<file path="config.mk">
export PLATFORM = sky130hd
export DESIGN_NAME = run_length_seq
export DESIGN_NICKNAME = d
export VERILOG_FILES = /design/src/rtl/run_length_seq.sv
export SDC_FILE = /design/constraint.sdc
export NUM_CORES = 1
export LEC_CHECK = 0
export CORE_UTILIZATION = 50
export CTS_CLUSTER_DIAMETER = 50
export DETAILED_ROUTE_END_ITERATION = 8
export PLACE_DENSITY = 0.84
export SETUP_SLACK_MARGIN = 0.4
export SYNTH_ARGS = -nofsm -noshare
export SYNTH_HDL_FRONTEND = slang
export SYNTH_SLANG_ARGS = --single-unit
</file>
<file path="constraint.sdc">
create_clock -name clk -period 6 [get_ports clk]
set_input_delay 1.2 -clock clk [delete_from_list [all_inputs] [get_ports clk]]
set_output_delay 1.2 -clock clk [all_outputs]
set_load 0.02 [all_outputs]
</file>
<file path="src/rtl/run_length_seq.sv">
// Multi-cycle leading-run scanner: counts the run of leading bits equal to the
// operand MSB, one C-bit chunk per cycle, stopping at the first chunk that breaks the run.
module run_length_seq #(
    parameter int N = 32,
    parameter int C = 8,
    localparam int CW = $clog2(N + 1)
) (
    input  logic          clk,
    input  logic          rst_n,
    input  logic          flush,
    input  logic          in_valid,
    output logic          in_ready,
    input  logic [N-1:0]  in_bits,
    output logic          out_valid,
    input  logic          out_ready,
    output logic [CW-1:0] out_count,
    output logic          out_bit,
    output logic          out_all,
    output logic          busy
);

    localparam int NC = N / C;
    localparam int LW = $clog2(NC + 1);
    localparam int KW = $clog2(C + 1);

    typedef enum logic [1:0] {
        IDLE = 2'd0,
        SCAN = 2'd1,
        DONE = 2'd2
    } state_t;

    state_t        state_r;
    state_t        state_nx_s;
    logic [N-1:0]  sh_r;
    logic          tgt_r;
    logic [CW-1:0] acc_r;
    logic [LW-1:0] left_r;
    logic          all_r;
    logic [C-1:0]  chunk_s;
    logic [KW-1:0] k_s;
    logic          run_s;
    logic          full_s;
    logic          last_s;

    // Leading-match count of the current top chunk against the run polarity.
    always_comb begin
        chunk_s = sh_r[N-1 -: C];
        k_s     = '0;
        run_s   = 1'b1;
        for (int i = C - 1; i >= 0; i--) begin
            if (run_s && (chunk_s[i] == tgt_r)) begin
                k_s = k_s + KW'(1);
            end else begin
                run_s = 1'b0;
            end
        end
    end

    assign full_s = (k_s == KW'(C));
    assign last_s = (left_r == LW'(1));

    // State register.
    always_ff @(posedge clk or negedge rst_n) begin
        if (!rst_n) begin
            state_r <= IDLE;
        end else begin
            state_r <= state_nx_s;
        end
    end

    // Next-state logic; flush overrides every transition.
    always_comb begin
        state_nx_s = state_r;
        if (flush) begin
            state_nx_s = IDLE;
        end else begin
            case (state_r)
                IDLE: begin
                    if (in_valid) state_nx_s = SCAN;
                    else          state_nx_s = IDLE;
                end
                SCAN: begin
                    if (!full_s || last_s) state_nx_s = DONE;
                    else                   state_nx_s = SCAN;
                end
                DONE: begin
                    if (out_ready) state_nx_s = IDLE;
                    else           state_nx_s = DONE;
                end
                default: state_nx_s = IDLE;
            endcase
        end
    end

    // Operand capture, chunk shifting and run accumulation.
    always_ff @(posedge clk or negedge rst_n) begin
        if (!rst_n) begin
            sh_r   <= '0;
            tgt_r  <= 1'b0;
            acc_r  <= '0;
            left_r <= '0;
            all_r  <= 1'b0;
        end else if (!flush) begin
            case (state_r)
                IDLE: begin
                    if (in_valid) begin
                        sh_r   <= in_bits;
                        tgt_r  <= in_bits[N-1];
                        acc_r  <= '0;
                        left_r <= LW'(NC);
                        all_r  <= 1'b0;
                    end
                end
                SCAN: begin
                    acc_r <= acc_r + CW'(k_s);
                    if (full_s) begin
                        if (last_s) begin
                            all_r <= 1'b1;
                        end else begin
                            sh_r   <= sh_r << C;
                            left_r <= left_r - LW'(1);
                        end
                    end
                end
                DONE: begin
                end
                default: begin
                end
            endcase
        end
    end

    // Handshake outputs decoded from the state register.
    always_comb begin
        in_ready  = 1'b0;
        out_valid = 1'b0;
        busy      = 1'b1;
        case (state_r)
            IDLE: begin
                in_ready = 1'b1;
                busy     = 1'b0;
            end
            SCAN: begin
                in_ready = 1'b0;
            end
            DONE: begin
                out_valid = 1'b1;
            end
            default: begin
                busy = 1'b1;
            end
        endcase
    end

    assign out_count = acc_r;
    assign out_bit   = tgt_r;
    assign out_all   = all_r;

endmodule

</file>
Yosys cells after proc, flatten, opt, wreduce, memory -nomap -nowiden
Cells that the tools add are included.
{ "totals": {"regBits": 45, "latchBits": 0, "ram_bits": 0, "rom_bits": 0, "input_bits": 37, "out_inout_bits": 11, "wordCells": 84, "memories": 0} }
{ "classes": {"n_addsub": 9, "n_mul": 0, "n_div": 0, "n_lt_le_gt_ge": 0, "n_eq_ne": 16, "shifts": 0, "mux": 37, "bitwise_logic": 1, "n_reduce_logical": 15} }
{ "ops": {"columns": ["op", "count"], "rows": [
  ["32-bit 2-to-1 mux", 3],
  ["32-bit case mux with 2 select lines", 1],
  ["4-bit by 1-bit adder with 4-bit output (second input constant)", 6],
  ["4-bit 2-to-1 mux", 6],
  ["1-bit 2-to-1 mux", 15],
  ["6-bit case mux with 2 select lines", 1],
  ["5-bit AND reduction", 2],
  ["3-bit 2-to-1 mux", 3],
  ["1-bit equality test", 8],
  ["2-bit 2-to-1 mux", 4],
  ["2-bit inequality test (second input constant)", 4],
  ["1-bit logical AND", 7],
  ["6-bit by 4-bit adder with 6-bit output", 1],
  ["6-bit 2-to-1 mux", 1],
  ["2-bit case mux with 3 select lines", 1],
  ["3-bit case mux with 2 select lines", 1],
  ["3-bit AND reduction", 2],
  ["4-bit equality test (second input constant)", 1],
  ["3-bit by 1-bit equality test with 1-bit output (second input constant)", 1],
  ["3-bit by 1-bit subtractor with 3-bit output (second input constant)", 1],
  ["1-bit by 1-bit adder with 2-bit output (second input constant)", 1],
  ["2-bit by 1-bit equality test with 1-bit output (second input constant)", 1],
  ["2-bit equality test (second input constant)", 1],
  ["2-bit zero test", 1],
  ["5 further kinds", 5]
]} }

Longest topological paths before layout
{ "logic_depth": {"ltp_word": 22, "depth_mapped": 29, "ltp_nobuf": 28} }

Worst setup path before layout
No wires, ideal clock.
{ "synth_timing": {"path_kind": "register -> register", "start": "reg tgt_r, in the netlist out_bit", "end": "reg sh_r[15]", "setup_time_ns": 0.127, "t_arrival_ns": 5.281, "required_ns": 5.873, "slack_ns": 0.591, "stages_incl_launch_ff": 28, "path_buffers": 3, "synth_period_minus_slack_ns": 5.409, "cell_sequence": "dfrtp_1 buf_4 or3_1 nand2_1 ha_1 a21oi_1 a21oi_1 ha_1 nand2_1 nand2_1 ha_1 nand2_1 a31oi_1 ha_1 mux2i_1 o22a_1 a31oi_1 ha_1 o21a_1 a22oi_2 o2111ai_1 o32a_4 or2_1 a21o_1 buf_6 inv_6 buf_6 mux2_1"} }
{ "synth_between": {"elab_chain_cells": 19, "elab_cells_between_ends": 40, "classes_between": "7 x add/sub; 10 x eq/ne; 15 x mux; 8 x reduce/logical"} }
{ "synth_rtl": {"columns": ["item", "line_no", "text"], "rows": [
  ["start: declaration", "35", "logic tgt_r;"],
  ["start signal: assignment", "108", "tgt_r <= in_bits[N-1];"],
  ["1-bit equality test", "51", "if (run_s && (chunk_s[i] == tgt_r)) begin"],
  ["1-bit 2-to-1 mux", "51", null],
  ["1-bit by 1-bit adder with 2-bit output or 1-bit logical AND (tied branches)", "52, 51", null],
  ["2-bit 2-to-1 mux or 1-bit 2-to-1 mux (tied branches)", "51", null],
  ["4-bit by 1-bit adder with 4-bit output or 1-bit logical AND (tied branches)", "52, 51", null],
  ["4-bit 2-to-1 mux or 1-bit 2-to-1 mux (tied branches)", "51", null],
  ["4-bit by 1-bit adder with 4-bit output or 1-bit logical AND (tied branches)", "52, 51", null],
  ["4-bit 2-to-1 mux or 1-bit 2-to-1 mux (tied branches)", "51", null],
  ["[3 not listed]", null, null],
  ["4-bit 2-to-1 mux or 1-bit 2-to-1 mux (tied branches)", "51", null],
  ["4-bit by 1-bit adder with 4-bit output or 1-bit logical AND (tied branches)", "52, 51", null],
  ["4-bit 2-to-1 mux or 1-bit 2-to-1 mux (tied branches)", "51", null],
  ["4-bit by 1-bit adder with 4-bit output or 1-bit logical AND (tied branches)", "52, 51", null],
  ["4-bit 2-to-1 mux *", "51", null],
  ["4-bit equality test *", "59", "assign full_s = (k_s == KW'(C));"],
  ["2-bit inequality test (no source line) *", null, null],
  ["5-bit AND reduction (no source line) *", null, null],
  ["end signal: assignment", "107", "sh_r <= in_bits;"],
  ["end signal: assignment", "120", "sh_r <= sh_r << C;"],
  ["end: declaration", "34", "logic [N-1:0] sh_r;"]
]} }
Every way passes the cells marked *; elsewhere a longest branch is shown, timed or not.
A chain may end at the register's enable or synchronous reset.

Worst setup path in the final report
{ "layout_timing": {"start": "reg sh_r[31]", "end": "reg sh_r[12]"} }
{ "layout_between": {"elab_chain_cells": 19, "elab_cells_between_ends": 33, "classes_between": "7 x add/sub; 3 x eq/ne; 15 x mux; 8 x reduce/logical"} }
{ "layout_rtl": {"columns": ["item", "line_no"], "rows": [
  ["1-bit equality test *", "51"],
  ["1-bit 2-to-1 mux", "51"],
  ["1-bit by 1-bit adder with 2-bit output or 1-bit logical AND (tied branches)", "52, 51"],
  ["2-bit 2-to-1 mux or 1-bit 2-to-1 mux (tied branches)", "51"],
  ["4-bit by 1-bit adder with 4-bit output or 1-bit logical AND (tied branches)", "52, 51"],
  ["4-bit 2-to-1 mux or 1-bit 2-to-1 mux (tied branches)", "51"],
  ["4-bit by 1-bit adder with 4-bit output or 1-bit logical AND (tied branches)", "52, 51"],
  ["4-bit 2-to-1 mux or 1-bit 2-to-1 mux (tied branches)", "51"],
  ["[3 not listed]", null],
  ["4-bit 2-to-1 mux or 1-bit 2-to-1 mux (tied branches)", "51"],
  ["4-bit by 1-bit adder with 4-bit output or 1-bit logical AND (tied branches)", "52, 51"],
  ["4-bit 2-to-1 mux or 1-bit 2-to-1 mux (tied branches)", "51"],
  ["4-bit by 1-bit adder with 4-bit output or 1-bit logical AND (tied branches)", "52, 51"],
  ["4-bit 2-to-1 mux *", "51"],
  ["4-bit equality test *", "59"],
  ["2-bit inequality test (no source line) *", null],
  ["5-bit AND reduction (no source line) *", null]
]} }
Marked as above.

==> impl_metrics.ini <==
[yosys]
synth_area_leaders = dfrtp_1 39%, nand2_1 11%, mux2_1 8.9%, ha_1 4.7%, mux2i_1 3.1%
async_flop_share_pct = 100
yosysSeqAreaShare_pct = 38.6
yosys_warnings = 0
synth_top_area_share_pct = 38.6
synth_nets = 372
ys_ff_latch = 45
syn_inst = 323
syn_avg_cell_area_um2 = 9.04
synth_ff_type = dfrtp_1
synth_edf_count = 0
netlist.top_cell.by_area = dfrtp_1
synth.distinct_cells = 54
syn_area_um2 = 2920

[grt]
grt_pass1_vias = 2282
overflow = 0
grt_first_pass_wirelength_um = 10100
antenna_found_initial = 0
grt_max_degree = 46
groute.usage.overall_pct = 20.8

[die]
num_rows = 27
core_area_um2 = 5570
die_x_um = 78.4
initial_core_util_pct = 52.4
die_y_um = 78.4
top_level_ports = 48
die-area_um2 = 6150

[route]
met2WireLength_um = 3090
detail-route-antenna-nets = 0
wirelength_um = 6370
met1Wirelength_um = 2860
drcViolationCount = 0
wl_per_cell_um = 14.2
top_layer_used = met4
met3_wirelength_um = 243
vias = 2504
first_iter_violations = 120
viasPerCell = 5.59
drt_first_pass_iters = 4

[worst_setup_path]
critPathMaxFanout = 8
startpoint_type = flop
path_buf_inv = 1
end_kind = flop
critPathTopFamily = compound AO/OA/AOI/OAI gates
crit_chain = or3_4 > nand2_1 > ha_1 > a21oi_2 > a21oi_4 > ha_4 > nand2_1 > nand2_2 > ha_4 > nand2_1 > a31oi_1 > ha_1 > mux2i_1 > o22a_1 > a31oi_1 > ha_1 > o21a_1 > a22oi_2 > o2111ai_2 > o32a_4 > or2_4 > a21o_4 > inv_6 > mux2_1
critPathMaxStageDelay_ps = 450
required_ps = 6180
slowest_stage = dfrtp_2
arrival_ps = 5570
crit_type = flop to flop

[timing]
setup_tns_ps = 0
tightestPinTransition_ps = 1130
min_period_ps = 5380
relSlewSlack_pct = 24.0
timing.hold.ws_ps = 491
rsz0062_at_grt = no
clock.fmax_ghz = 0.186
min_period_over_period_pct = 89.7
hold_violations = 0
setup_violations = 0
skew_ps = 7.99
drv_slew = 0

[place]
routabilityCongestion = 0.867
place_area_um2 = 3370
portBuffers = 47
dp.cells = 426
hpwl_um = 4340

[final_layout]
stdcell_count = 448
nets = 424
stdcell_area_um2 = 3660
areaGrowthSynthToFinish_pct = 25.3
antennaDiodeCount = 0
drive_above_1_share_pct = 12.5

[clock_network]
hold_buffers = 0
clk_pin_slew_worst_paths_ps = 90
cts_num_sinks = 45
htree_levels = 2
clk_latency_ps = 300
root_buffer = clkbuf_8
cts_tree = built
cts-buffers-inserted = 5
clockBufferDepth = 2

[pwr]
powerDensity_nw_per_um2 = 311
leakage_nw = 1.64
ir_drop_v = 0.000170
p_total_w = 0.00114

[min_path]
min_path_type = flop to flop

[status]
status = finished clean

[job]
max-cap-violations = 0
## state kept, by name, summed over array words and instances (netlist names)
name / flops
out_bit: 1
state_r: 2
left_r: 3
out_count: 6
sh_r: 32
out_all: 1
## kinds of logic after synthesis
group	Yosys count	synth area share, %
AND/OR/NAND/NOR	138	21.0
XOR/XNOR	5	1.50
adder cells (fa/ha/maj)	12	5.40
multiplexers	33	12.5
buffers and inverters	30	5.53
AO/OA/AOI/OAI	60	15.5
flip-flops	45	38.6
## where the power goes
group          switching, W  internal [W]
Combinational      0.000266      0.000235
Sequential        0.0000739      0.000381
Clock              0.000103     0.0000804
Total              0.000443      0.000696
## area by class of cell
cell class / instances / area [um^2]
timing repair buffer: 59 / 553
clock buffer: 5 / 68.8
multi-input combinational: 248 / 1710
inverter: 14 / 65.1
sequential: 45 / 1130
fill: 450 / 1920
tap: 72 / 90.1
clock inverter: 3 / 17.5
timing repair inverter: 2 / 25.0
## cells in the mapped netlist (3+ instances only)
cell      instances
nand2_1          87
dfrtp_1          45
mux2_1           23
a21oi_1          15
inv_1            13
nor2_1           13
ha_1             11
a22o_1           10
mux2i_1           9
clkbuf_1          7
nand3_1           6
a21o_1            5
buf_6             5
nand2b_1          5
nor2b_1           5
nor3_1            4
xnor2_1           4
a31oi_1           3
nand4_1           3
o21a_1            3
o21ai_1           3
o22ai_1           3
o31ai_1           3
or2_2             3
## metrics by stage
stage / util (%) / setup WS [ps]
floorplan: - / 591
global placement: 60.5 / 403
detailed placement: 60.5 / 266
CTS: 62.6 / 441
global route: 65.6 / 379
finish: 65.6 / 615
## routing by layer
metal	vias to the layer above	global-route usage, %
li1	1214	-
met5	-	0
met2	68	34.8
met1	1206	26.8
met4	0	8.33
met3	16	3.14
## repair_timing
item                       in CTS  in global routing
gates resized for setup         4                 18
cloned                          1                  1
buffers inserted                2                 10
pin swaps                       0                 11
setup endpoints to repair      22                 34
## cells in the final DEF, fill, tap and decap left out, types with 3 or more instances in the layout
cell type and count:
nand4_1 3, o21ai_1 3, a31oi_1 3, nand2b_1 5
dfrtp_1 42, o31ai_1 3, a22o_1 10, a21o_1 4
ha_1 9, o21a_1 3, dfrtp_2 3, nand3_1 6
mux2i_1 9, clkdlybuf4s50_1 46, buf_4 11, nor2b_1 4
mux2_1 23, inv_1 13, nor3_1 4, nand2_1 86
xnor2_1 4, nor2_1 13, a21oi_1 13, clkbuf_8 5
o22ai_1 3
## final timing paths
kind	start	endpoint	slack (ps)	cells after the start
min	sh_r[16]	sh_r[16]	490	1
min in group asynchronous	rst_n	out_count[3]	1070	1
max	sh_r[31]	sh_r[12]	620	24
max in group asynchronous	rst_n	sh_r[30]	4250	1
min reg2reg	sh_r[16]	sh_r[16]	490	1
max reg2reg	sh_r[31]	sh_r[12]	620	24
## worst register-to-register path, cell delays in order (launching register included)
cell and delay [ps]:
dfrtp_2 450, or3_4 400, nand2_1 80, ha_1 230, a21oi_2 160, a21oi_4 70, ha_4 230, nand2_1 70
nand2_2 70, ha_4 270, nand2_1 40, a31oi_1 190, ha_1 280, mux2i_1 140, o22a_1 160, a31oi_1 90
ha_1 310, o21a_1 190, a22oi_2 230, o2111ai_2 180, o32a_4 440, or2_4 240, a21o_4 300, inv_6 120
mux2_1 330
Power figures use the tool's default switching activity.
==> RTL change 1 (config.mk and constraints unchanged) <==
Set the parameter `N` to 16 (it was 32).
--- a/src/rtl/run_length_seq.sv
+++ b/src/rtl/run_length_seq.sv
@@ -1,7 +1,7 @@
 // Multi-cycle leading-run scanner: counts the run of leading bits equal to the
 // operand MSB, one C-bit chunk per cycle, stopping at the first chunk that breaks the run.
 module run_length_seq #(
-    parameter int N = 32,
+    parameter int N = 16,
     parameter int C = 8,
     localparam int CW = $clog2(N + 1)
 ) (
Interface: changed (resized in_bits and out_count); port bits go from 48 to 31. No check against the original RTL was run, so the function may have changed too.
==> RTL change 1 against the unedited design <==
  * Wire length is 29% lower
  * Cell area shrank 30%
  * Total power is 44% lower
  * Sequential cell count shrank 18
  * Worst setup slack better by 240 ps
  * Utilization decreased by 3.0 points
  * Non-clock buffer count down 17
  * Area after synthesis down 26%
  * Die area decreased by 25%
  * Highest routed layer unchanged
==> RTL change 1: results (changes against the unedited design) <==
[clock_network]
htreeDepth = 1  ; -1
post_cts_buffers = 0  ; -2
cts_resized = 0  ; -4
insertion_delay_ps = 270  ; -30 ps
cts_buffers = 3  ; -2
cts_buffer_depth = 2  ; unchanged

[critical_path]
crit_arrival_ps = 5310  ; -260 ps
cp_max_fo = 6  ; -2
crit_family = adder cells
rr_worst_depth = 28  ; +17%
endpoint = out_count[4]$_DFFE_PN0P_
r2r_start = sh_r[15]$_DFFE_PN0P_
cp_slowest_cell = dfrtp_1

[timing]
setup_ws_ps = 859  ; +244 ps
worstMarginPinSlew_ps = 601  ; -534 ps
skew_ps = 1.46  ; -6.53 ps
hold-worst-slack_ps = 543  ; +52.5 ps

[place]
hpwlAfterDp_um = 3390  ; -22%
pre_cts_slack_ps = 755  ; +489 ps
port-buffer-count = 30  ; -36%
place_congestion = 0.876  ; +1.0%

[global_routing]
grt_pass1_wl_um = 7610  ; -25%
grt.total_usage = 0.219  ; +0.0116
grt_pass1_vias = 1718  ; -25%
grt_use_met1 = 0.284  ; +0.0157
grt_start_max_net_pins = 28  ; -39%
gr-usage-met2 = 0.382  ; +0.0342
grt_antenna_before_repair = 0  ; unchanged
met3_usage = 0.0389  ; +0.00746

[yosys]
yosysSeqAreaShare = 0.312  ; -0.0733
synth.distinct_cells = 59  ; +9.3%
async_flop_share = 1.00  ; unchanged
synth_area_leaders = dfrtp_1 (31%), nand2_1 (7.1%), a31oi_4 (6.9%)
synth_nets = 269  ; -28%
synthTopCellsByCount = nand2_1 (41), dfrtp_1 (27), inv_1 (18), a21oi_1 (11), nor2_1 (11)

[routing]
wire_per_inst_um = 14.0  ; -1.2%
top_layer = met4
m1WireLength_um = 2010  ; -30%
routed-wl-met2_um = 2270  ; -27%
drt_iter0_drc = 57  ; -53%
met3_length_um = 179  ; -26%
vias = 1828  ; -27%

[worst_hold_path]
holdPathEnd = sh_r[2]$_DFFE_PN0P_
hold_path_depth = 2  ; +1
hold_path_startpoint = sh_r[2]$_DFFE_PN0P_

[final_layout]
largest_reg_flops = 16  ; -50%
drive_gt1_frac = 0.156  ; +0.0306
nets = 303  ; -29%

[run_status]
status = completed

[power]
peakVddDrop_mv = 0.143  ; -16%
p_leak_uw = 0.00117  ; -29%

[RTL change 1: area by class of cell]
cell class,count,area (um^2)
Timing Repair Buffer,42,403
Fill cell,334,1530
Multi-Input combinational cell,179,1300
Tap cell,50,62.6
Clock buffer,4,45.0
Inverter,18,67.6
Sequential cell,27,678
[RTL change 1: stage by stage]
step	cells	utilization	area (um^2)
after floorplan	237	-	2160
after global placement	308	0.596	2440
after detailed placement	308	0.596	2440
after CTS	312	0.607	2480
after global routing	320	0.626	2560
final	320	0.626	2560
[RTL change 1: kinds of logic (layout without fill, tap and decap cells)]
logic type	after synthesis	in the layout	synth area share
compound gates	66	66	0.273
xor+xnor	6	6	0.0243
mux	5	5	0.0243
simple gates	91	91	0.212
flops	27	27	0.312
buf+inv	31	64	0.0868
fa+ha+maj	11	11	0.0671
[RTL change 1: power by group]
part           leakage (uW)  total [uW]  switching, uW  internal, uW
registers          0.000330         248           38.0           210
clock network     0.0000228         102           54.1          47.6
logic              0.000814         290            152           137
total               0.00117         640            244           395
==> RTL change 2 (same flow settings) <==
Without the edit above. The 3 states of `state_t` get a one-hot encoding in 3 bits.
--- a/src/rtl/run_length_seq.sv
+++ b/src/rtl/run_length_seq.sv
@@ -23,10 +23,10 @@
     localparam int LW = $clog2(NC + 1);
     localparam int KW = $clog2(C + 1);
 
-    typedef enum logic [1:0] {
-        IDLE = 2'd0,
-        SCAN = 2'd1,
-        DONE = 2'd2
+    typedef enum logic [2:0] {
+        IDLE = 3'b001,
+        SCAN = 3'b010,
+        DONE = 3'b100
     } state_t;
 
     state_t        state_r;
Function: no difference found for any inputs over 10 cycles, from zero or initial values and one cycle with rst_n low; not proved beyond that.
==> RTL change 2 against the unedited design <==
  * Utilization is 1.1 points lower
  * Area after synthesis is 4.5% higher
  * Cell area is 3.9% higher
  * Wire length is 6.3% higher
  * Die area is 4.3% higher
  * Sequential cell count is 1 higher
  * Worst setup slack better by 130 ps
  * Total power is 9.5% lower
  * Sequential share of layout area is 0.46 points lower
  * Critical path depth is 2 higher
  * Critical endpoint is now sh_r[18]$_DFFE_PN0P_
==> RTL change 2: results (changes against the unedited design) <==
[yosys]
synth_area_leaders = dfrtp_1 (37%), mux2_2 (10%), mux2_4 (7.9%)
synth_nets = 351  ; -5.6%
avgSynthCellArea_um2 = 10.1  ; +12%
synth.distinct_cells = 58  ; +7.4%

[routing]
wire_per_inst_um = 15.7  ; +10%
drt_iter0_drc = 103  ; -14%

[critical_path]
cp_max_fo = 9  ; +1
r2r_slack_ps = 750  ; +130 ps
crit_family = adder cells
r2r_start = sh_r[30]$_DFFE_PN0P_
rr_worst_depth = 26  ; +8.3%
cpPeakStageDelay_ps = 480  ; +30 ps

[run_status]
status = completed

[timing]
worstMarginPinSlew_ps = 1000  ; -135 ps
skew_ps = 5.45  ; -2.55 ps

[power]
p_leak_uw = 0.00164  ; about the same
swShare = 0.333  ; -0.0557
peakVddDrop_mv = 0.200  ; +18%

[global_routing]
grt_pass1_vias = 2310  ; +1.2%
grt_start_max_net_pins = 47  ; +2.2%
grt_pass1_wl_um = 10500  ; +3.8%

[place]
dp.cells = 413  ; -3.1%
place_congestion = 0.945  ; +8.9%
dpl-instance-area_mm2 = 0.00355  ; +5.3%

[final_layout]
fill_cells = 472  ; +4.9%

[worst_hold_path]
holdPathEnd = out_all$_DFFE_PN0P_
hold_path_depth = 2  ; +1

## RTL change 2: changes by cell type after synthesis, sizes merged, moves of 4 or more
cell / delta
mux2: +20
nor3b: +4
a22o: -9
nand2: -49
o21ai: +21
## RTL change 2: how the worst max path moves through the flow
stage	startpoint	to	slack (ps)	cells past startpoint
after global routing	sh_r[31]$_DFFE_PN0P_	out_count[5]$_DFFE_PN0P_	330	29
final	sh_r[30]$_DFFE_PN0P_	sh_r[18]$_DFFE_PN0P_	750	26
after detailed placement	out_bit$_DFFE_PN0P_	sh_r[25]$_DFFE_PN0P_	480	25
after floorplan	out_bit$_DFFE_PN0P_	out_count[5]$_DFFE_PN0P_	830	30
after global placement	out_bit$_DFFE_PN0P_	sh_r[31]$_DFFE_PN0P_	620	25
after CTS	out_bit$_DFFE_PN0P_	sh_r[25]$_DFFE_PN0P_	450	25
## RTL change 2: layout make-up
cell class / count / area [um^2] / area share
Tap cell: 75 / 93.8 / 0.0247
Multi-Input combinational cell: 228 / 1790 / 0.471
Clock buffer: 5 / 68.8 / 0.0181
Inverter: 14 / 52.6 / 0.0138
Clock inverter: 3 / 40.0 / 0.0105
Timing Repair Buffer: 61 / 601 / 0.158
Sequential cell: 46 / 1160 / 0.304
## RTL change 2: per-layer routing
metal	global-route usage	share of wire
met3	0.0443	0.037
met2	0.350	0.51
met1	0.275	0.43
met4	0.0750	0.022
met5	0	0
## RTL change 2: cells by family after synthesis
logic type / Yosys count / share of synthesized area
mux: 53 / 0.212
flops: 46 / 0.378
fa+ha+maj: 12 / 0.0517
simple gates: 95 / 0.171
xor+xnor: 4 / 0.0115
compound gates: 64 / 0.132
buf+inv: 28 / 0.0451
## RTL change 2: worst register-to-register path, cell delays in order, from the launching register on
cell and delay [ps]:
dfrtp_1 480, or3_4 400, nand2_1 80, ha_1 240
a21oi_2 130, a21oi_2 70, ha_1 320, nand2_1 70
nand2_1 60, ha_1 310, mux2i_1 150, a21oi_1 90
ha_1 320, mux2i_1 90, a22oi_2 180, nand2_1 60
o21ai_0 150, ha_1 240, o21ai_0 70, o21ai_0 100
o22a_2 230, nor2_2 160, nand4_4 110, o31ai_4 330
clkbuf_16 180, buf_4 190, mux2_4 320
## RTL change 2: through the flow
stage,total power [uW],utilization
final,1030,0.646
after detailed placement,773,0.604
after CTS,998,0.622
after global routing,1100,0.646
after global placement,759,0.604
after floorplan,685,-
## RTL change 2: power groups by stage
stage,combinational [uW],clock (uW),sequential [uW]
floorplan,283,0,402
global placement,335,0,424
detailed placement,345,0,428
CTS,347,228,423
global route,430,242,430
finish,382,227,423
## RTL change 2: timing repair
item                                    4_1_cts  5_1_grt
hold endpoints to repair                      0        0
setup buffers                                 0       10
endpoints found under the setup margin        0       29
gates resized for setup                       0       15
